[src/rtl/pmem_pkg.sv]
// Shared types and sizing for the cache-line burst master.
// Lines are 256 bits, moved to memory as four 64-bit beats.
package pmem_pkg;
   localparam int LINE_W      = 256;
   localparam int BEAT_W      = 64;
   localparam int NUM_BEATS   = 4;
   localparam int OFFSET_BITS = 5;
   localparam int CNT_W       = 2;

   typedef enum logic [1:0] {
      IDLE,
      RD_BURST,
      WR_BURST,
      DONE
   } state_t;
endpackage

[src/rtl/pmem_line_buffer.sv]
// Beat-indexed line register: assembles read beats and
// serves write beats, slot k = bits [64k+63:64k].
module pmem_line_buffer
   import pmem_pkg::*;
(
   input  logic              clk,
   input  logic              rst,
   input  logic              load,
   input  logic [LINE_W-1:0] load_line,
   input  logic              beat_en,
   input  logic              capture,
   input  logic [BEAT_W-1:0] beat_in,
   output logic [BEAT_W-1:0] beat_out,
   output logic [LINE_W-1:0] assembled,
   output logic              last
);

   logic [LINE_W-1:0] line;
   logic [CNT_W-1:0]  cnt;

   always_ff @(posedge clk) begin
      if (rst) begin
         line <= '0;
         cnt  <= '0;
      end else if (load) begin
         line <= load_line;
         cnt  <= '0;
      end else if (beat_en) begin
         if (capture)
            line[BEAT_W*cnt +: BEAT_W] <= beat_in;
         cnt <= cnt + 1'b1;
      end
   end

   assign beat_out = line[BEAT_W*cnt +: BEAT_W];
   assign last     = (cnt == CNT_W'(NUM_BEATS - 1));
   // final beat lands in the top slot, so the full line is ready at that edge
   assign assembled = {beat_in, line[LINE_W-BEAT_W-1:0]};

endmodule

[src/rtl/pmem_burst_master.sv]
// Arbitrates I/D cache line requests onto a single
// 4-beat physical memory burst port.
module pmem_burst_master
   import pmem_pkg::*;
(
   input  logic              clk,
   input  logic              rst,
   input  logic              icache_read,
   input  logic [31:0]       icache_address,
   output logic [LINE_W-1:0] icache_rdata,
   output logic              icache_resp,
   input  logic              dcache_read,
   input  logic              dcache_write,
   input  logic [31:0]       dcache_address,
   input  logic [LINE_W-1:0] dcache_wdata,
   output logic [LINE_W-1:0] dcache_rdata,
   output logic              dcache_resp,
   output logic              pmem_read,
   output logic              pmem_write,
   output logic [31:0]       pmem_address,
   output logic [BEAT_W-1:0] pmem_wdata,
   input  logic [BEAT_W-1:0] pmem_rdata,
   input  logic              pmem_resp
);

   localparam logic [31:0] OFF_MASK = 32'((1 << OFFSET_BITS) - 1);

   state_t state, next;

   logic              grant;
   logic              grant_d;
   logic              sel_d;
   logic              in_burst;
   logic              beat_en;
   logic              last;
   logic [31:0]       req_addr;
   logic [BEAT_W-1:0] beat_out;
   logic [LINE_W-1:0] assembled;

   always_ff @(posedge clk) begin
      if (rst)
         state <= IDLE;
      else
         state <= next;
   end

   always_comb begin
      next    = state;
      grant   = 1'b0;
      grant_d = 1'b0;
      unique case (state)
         IDLE: begin
            if (dcache_write) begin
               grant   = 1'b1;
               grant_d = 1'b1;
               next    = WR_BURST;
            end else if (dcache_read) begin
               grant   = 1'b1;
               grant_d = 1'b1;
               next    = RD_BURST;
            end else if (icache_read) begin
               grant   = 1'b1;
               next    = RD_BURST;
            end
         end
         RD_BURST, WR_BURST: begin
            if (pmem_resp && last)
               next = DONE;
         end
         DONE:    next = IDLE;
         default: next = IDLE;
      endcase
   end

   assign in_burst = (state == RD_BURST) || (state == WR_BURST);
   assign beat_en  = in_burst && pmem_resp;
   assign req_addr = grant_d ? dcache_address : icache_address;

   pmem_line_buffer u_line (
      .clk       (clk),
      .rst       (rst),
      .load      (grant),
      .load_line (dcache_wdata),
      .beat_en   (beat_en),
      .capture   (state == RD_BURST),
      .beat_in   (pmem_rdata),
      .beat_out  (beat_out),
      .assembled (assembled),
      .last      (last)
   );

   always_ff @(posedge clk) begin
      if (rst) begin
         pmem_address <= '0;
         sel_d        <= 1'b0;
         icache_rdata <= '0;
         dcache_rdata <= '0;
      end else begin
         if (grant) begin
            pmem_address <= req_addr & ~OFF_MASK;
            sel_d        <= grant_d;
         end
         if (state == RD_BURST && pmem_resp && last) begin
            if (sel_d)
               dcache_rdata <= assembled;
            else
               icache_rdata <= assembled;
         end
      end
   end

   assign pmem_read   = (state == RD_BURST);
   assign pmem_write  = (state == WR_BURST);
   assign pmem_wdata  = pmem_write ? beat_out : '0;
   assign icache_resp = (state == DONE) && !sel_d;
   assign dcache_resp = (state == DONE) && sel_d;

endmodule

[config.mk]
export PLATFORM = sky130hd
export DESIGN_NAME = pmem_burst_master
export DESIGN_NICKNAME = d
export VERILOG_FILES = /design/src/rtl/pmem_pkg.sv /design/src/rtl/pmem_line_buffer.sv /design/src/rtl/pmem_burst_master.sv
export SDC_FILE = /design/constraint.sdc
export NUM_CORES = 2
export LEC_CHECK = 0
export CAP_MARGIN = 20
export CORE_AREA = 2 2 395 397
export DETAILED_ROUTE_END_ITERATION = 12
export DIE_AREA = 0 0 397 399
export GPL_ROUTABILITY_DRIVEN = 0
export PLACE_DENSITY = 0.5
export SLEW_MARGIN = 30
export SYNTH_ARGS = -nofsm -noshare
export SYNTH_HDL_FRONTEND = slang
export SYNTH_SLANG_ARGS = --single-unit
[constraint.sdc]
create_clock -name clk -period 4.49 [get_ports clk]
set_input_delay 0.898 -clock clk [delete_from_list [all_inputs] [get_ports clk]]
set_output_delay 0.898 -clock clk [all_outputs]
set_load 0.1 [all_outputs]
==> reports/metrics.yaml <==
seq_power_share_pct: 36.3
placed_area_um2: 43400
firstDrtPassIters: 5
min_period_ns: 4.17
max-slew-margin-rel_pct: 29.9
initialDrtViolationCount: 3108
synth_flop_cell: "dfxtp_1"
start_kind: "flop"
rsz0062_at_grt: "false"
syn_inst: 3832
sw_frac_of_total_pct: 39.3
p_total_mw: 25.5
wl_per_cell_um: 26.7
die_area_um2: 158000
cp_data_arrival_time_ns: 3.27
clk_pin_slew_ns: 0.07
antenna_found_initial: 46
crit_required_ns: 3.59
cts.path.max_buffers: 3
synth_edf_count: 0
synth-async-reset-ratio_pct: 0
yosysTopAreaCellShare_pct: 49.8
hold_slack_ns: 0.452
finalHoldViolations: 0
endpoint_kind: "primary output"
yosysTopAreaCell: "dfxtp_1"
timing.final.crit_share_pct: 92.8
synth_area_um2: 32200
intPower_mw: 15.5
drive_above_1_share_pct: 11.7
worst_pin_slew_ns: 1.05
fmax_ghz: 0.240
holdCritStartpoint: "dcache_rdata[209]$_SDFFE_PP0P_"
wl_um: 181000
clockPowerShare_pct: 32.7
dieWidth_um: 397
vias: 33300
grt_overflow: 0
grt_pass1_vias: 31900
initial_core_util_pct: 20.9
die_y_um: 399
synthDistinctLibCells: 47
cts_num_sinks: 800
yosys-top-cells-area: "dfxtp_1, nand2_1, a21oi_1, mux4_2, a211oi_1"
cts_setup_buffers: 0
yosysSeqAreaShare_pct: 49.8
hpwlAfterDp_um: 126000
startpoint: "u_line.cnt[0]$_SDFFE_PP0P_"
grt_pass1_wl_um: 251000
cts-root-buf: "clkbuf_16"
yosysWarnings: 0
status: "complete, no violations"
synth.most_common_cell: "nand2_1"
row_count: 144
core_um2: 154000
p_sw_mw: 10.0
critPathKind: "reg -> out"
layout.nets: 5045
r2r_start: "u_line.cnt[0]$_SDFFE_PP0P_"
ir_drop_mv: 0.445
cts_tree: "built"
cts_resized: 0
path_cells: "mux4_2, and2_1, clkdlybuf4s50_1"
grt_max_degree: 192
hp-class: "reg -> reg"
io-pin-count: 1002
drc_errors: 0
synthToLayoutAreaGrowth_pct: 45.5
avgSynthCellArea_um2: 8.39
final_area_um2: 46800
max_stage_delay_ns: 0.97
finClkSkew_ns: 0.0564
io_buffers: 986
maxCapViolCount: 0
p_comb_share_pct: 31.0
path_max_fanout: 19
worst_path_max_delay_cell: "clkdlybuf4s50_1"
synthTopCellsByCount: "nand2_1, dfxtp_1, a21oi_1"
track_usage_pct: 21.9
setup_tns_ns: 0
cts_htree_levels: 3
cellLeakagePower_nw: 16.1
ant_nets: 0
slew_violations: 0
cts_buffers: 97
finalSetupViolations: 0
hold_buffers: 0
post_drt_via_cell_ratio: 4.90
ys_ff_latch: 800
clk-insertion-delay-late_ns: 0.74
power_density_nw_per_um2: 545
[final cells by class]
class | count | area (um^2)
Antenna cell | 24 | 60.1
Clock buffer | 142 | 2900
Clock inverter | 38 | 482
Fill cell | 16300 | 107000
Inverter | 5 | 23.8
Multi-Input combinational cell | 2661 | 14600
Sequential cell | 800 | 16000
Tap cell | 2044 | 2560
Timing Repair Buffer | 1079 | 10100
[stage by stage]
| step | cells | setup slack (ns) | utilization, % |
|---|---|---|---|
| floorplan | 3836 | 1.10 | - |
| detailed placement | 6589 | 0.947 | 28.3 |
| global route | 6781 | 0.197 | 30.4 |
| CTS | 6769 | 0.205 | 30.5 |
| finish | 6793 | 0.321 | 30.5 |
| global placement | 6589 | 0.984 | 28.6 |
[state kept, by name, indices dropped and copies added, names as in the netlist]
signal / flops
sel_d: 1
u_line.line: 256
pmem_address: 27
state: 2
u_line.cnt: 2
dcache_rdata: 256
icache_rdata: 256
[cells in the final DEF (no fill, tap or decap), drive strengths merged, types with 3 or more instances in the layout]
master         instances
o21ai                 29
and4                  32
clkinv                27
clkdlybuf4s50        797
nor3                   4
and2                  65
a211oi               152
and3                  46
inv                    6
bufinv                 7
ha                    11
diode                 24
mux4                  64
nor3b                  3
nand4                  5
dfxtp                800
clkbuf               146
nand2               1027
a221o                 69
a21oi                764
nor2                 155
o2bb2ai               62
nand3                125
clkinvlp               3
buf                  278
conb                   5
or4b                  28
[layer usage]
layer / track usage (%) / part of all wire [%]
met5: 0 / 0.13
met4: 9.00 / 3.7
met3: 7.05 / 10
met2: 34.4 / 45
met1: 27.4 / 41
[critical path: cells and delay by family (launching register included)]
kind	cells	cell delay [ns]
buffers and inverters	1	0.97
flip-flops	1	0.69
multiplexers	1	0.60
AND/OR/NAND/NOR	1	0.19
[kinds of logic after synthesis]
| family | after synthesis | share of synthesized area (%) |
|---|---|---|
| flip-flops | 800 | 49.8 |
| adder cells (fa/ha/maj) | 11 | 0.428 |
| other | 1 | 0.0117 |
| multiplexers | 65 | 4.51 |
| buffers and inverters | 375 | 5.17 |
| AO/OA/AOI/OAI | 1083 | 20.0 |
| AND/OR/NAND/NOR | 1496 | 20.1 |
| XOR/XNOR | 1 | 0.0272 |
[path summary, 6_finish.rpt]
check / end / slack (ns) / depth (start not counted)
worst max-delay path: pmem_wdata[15] / 0.32 / 3
worst max register to register: u_line.line[153]$_SDFFE_PP0P_ / 1.13 / 7
worst min register to register: dcache_rdata[209]$_SDFFE_PP0P_ / 0.45 / 2
worst min-delay path: dcache_rdata[209]$_SDFFE_PP0P_ / 0.45 / 2
[power groups by stage]
stage	Clock, mW	Sequential [mW]	Combinational, mW
after floorplan	0	9.29	4.81
after global placement	0	9.37	7.80
after detailed placement	0	9.39	7.85
after CTS	8.52	9.24	7.89
after global routing	8.79	9.35	8.34
final	8.34	9.25	7.90
(Power assumes the default switching activity.)
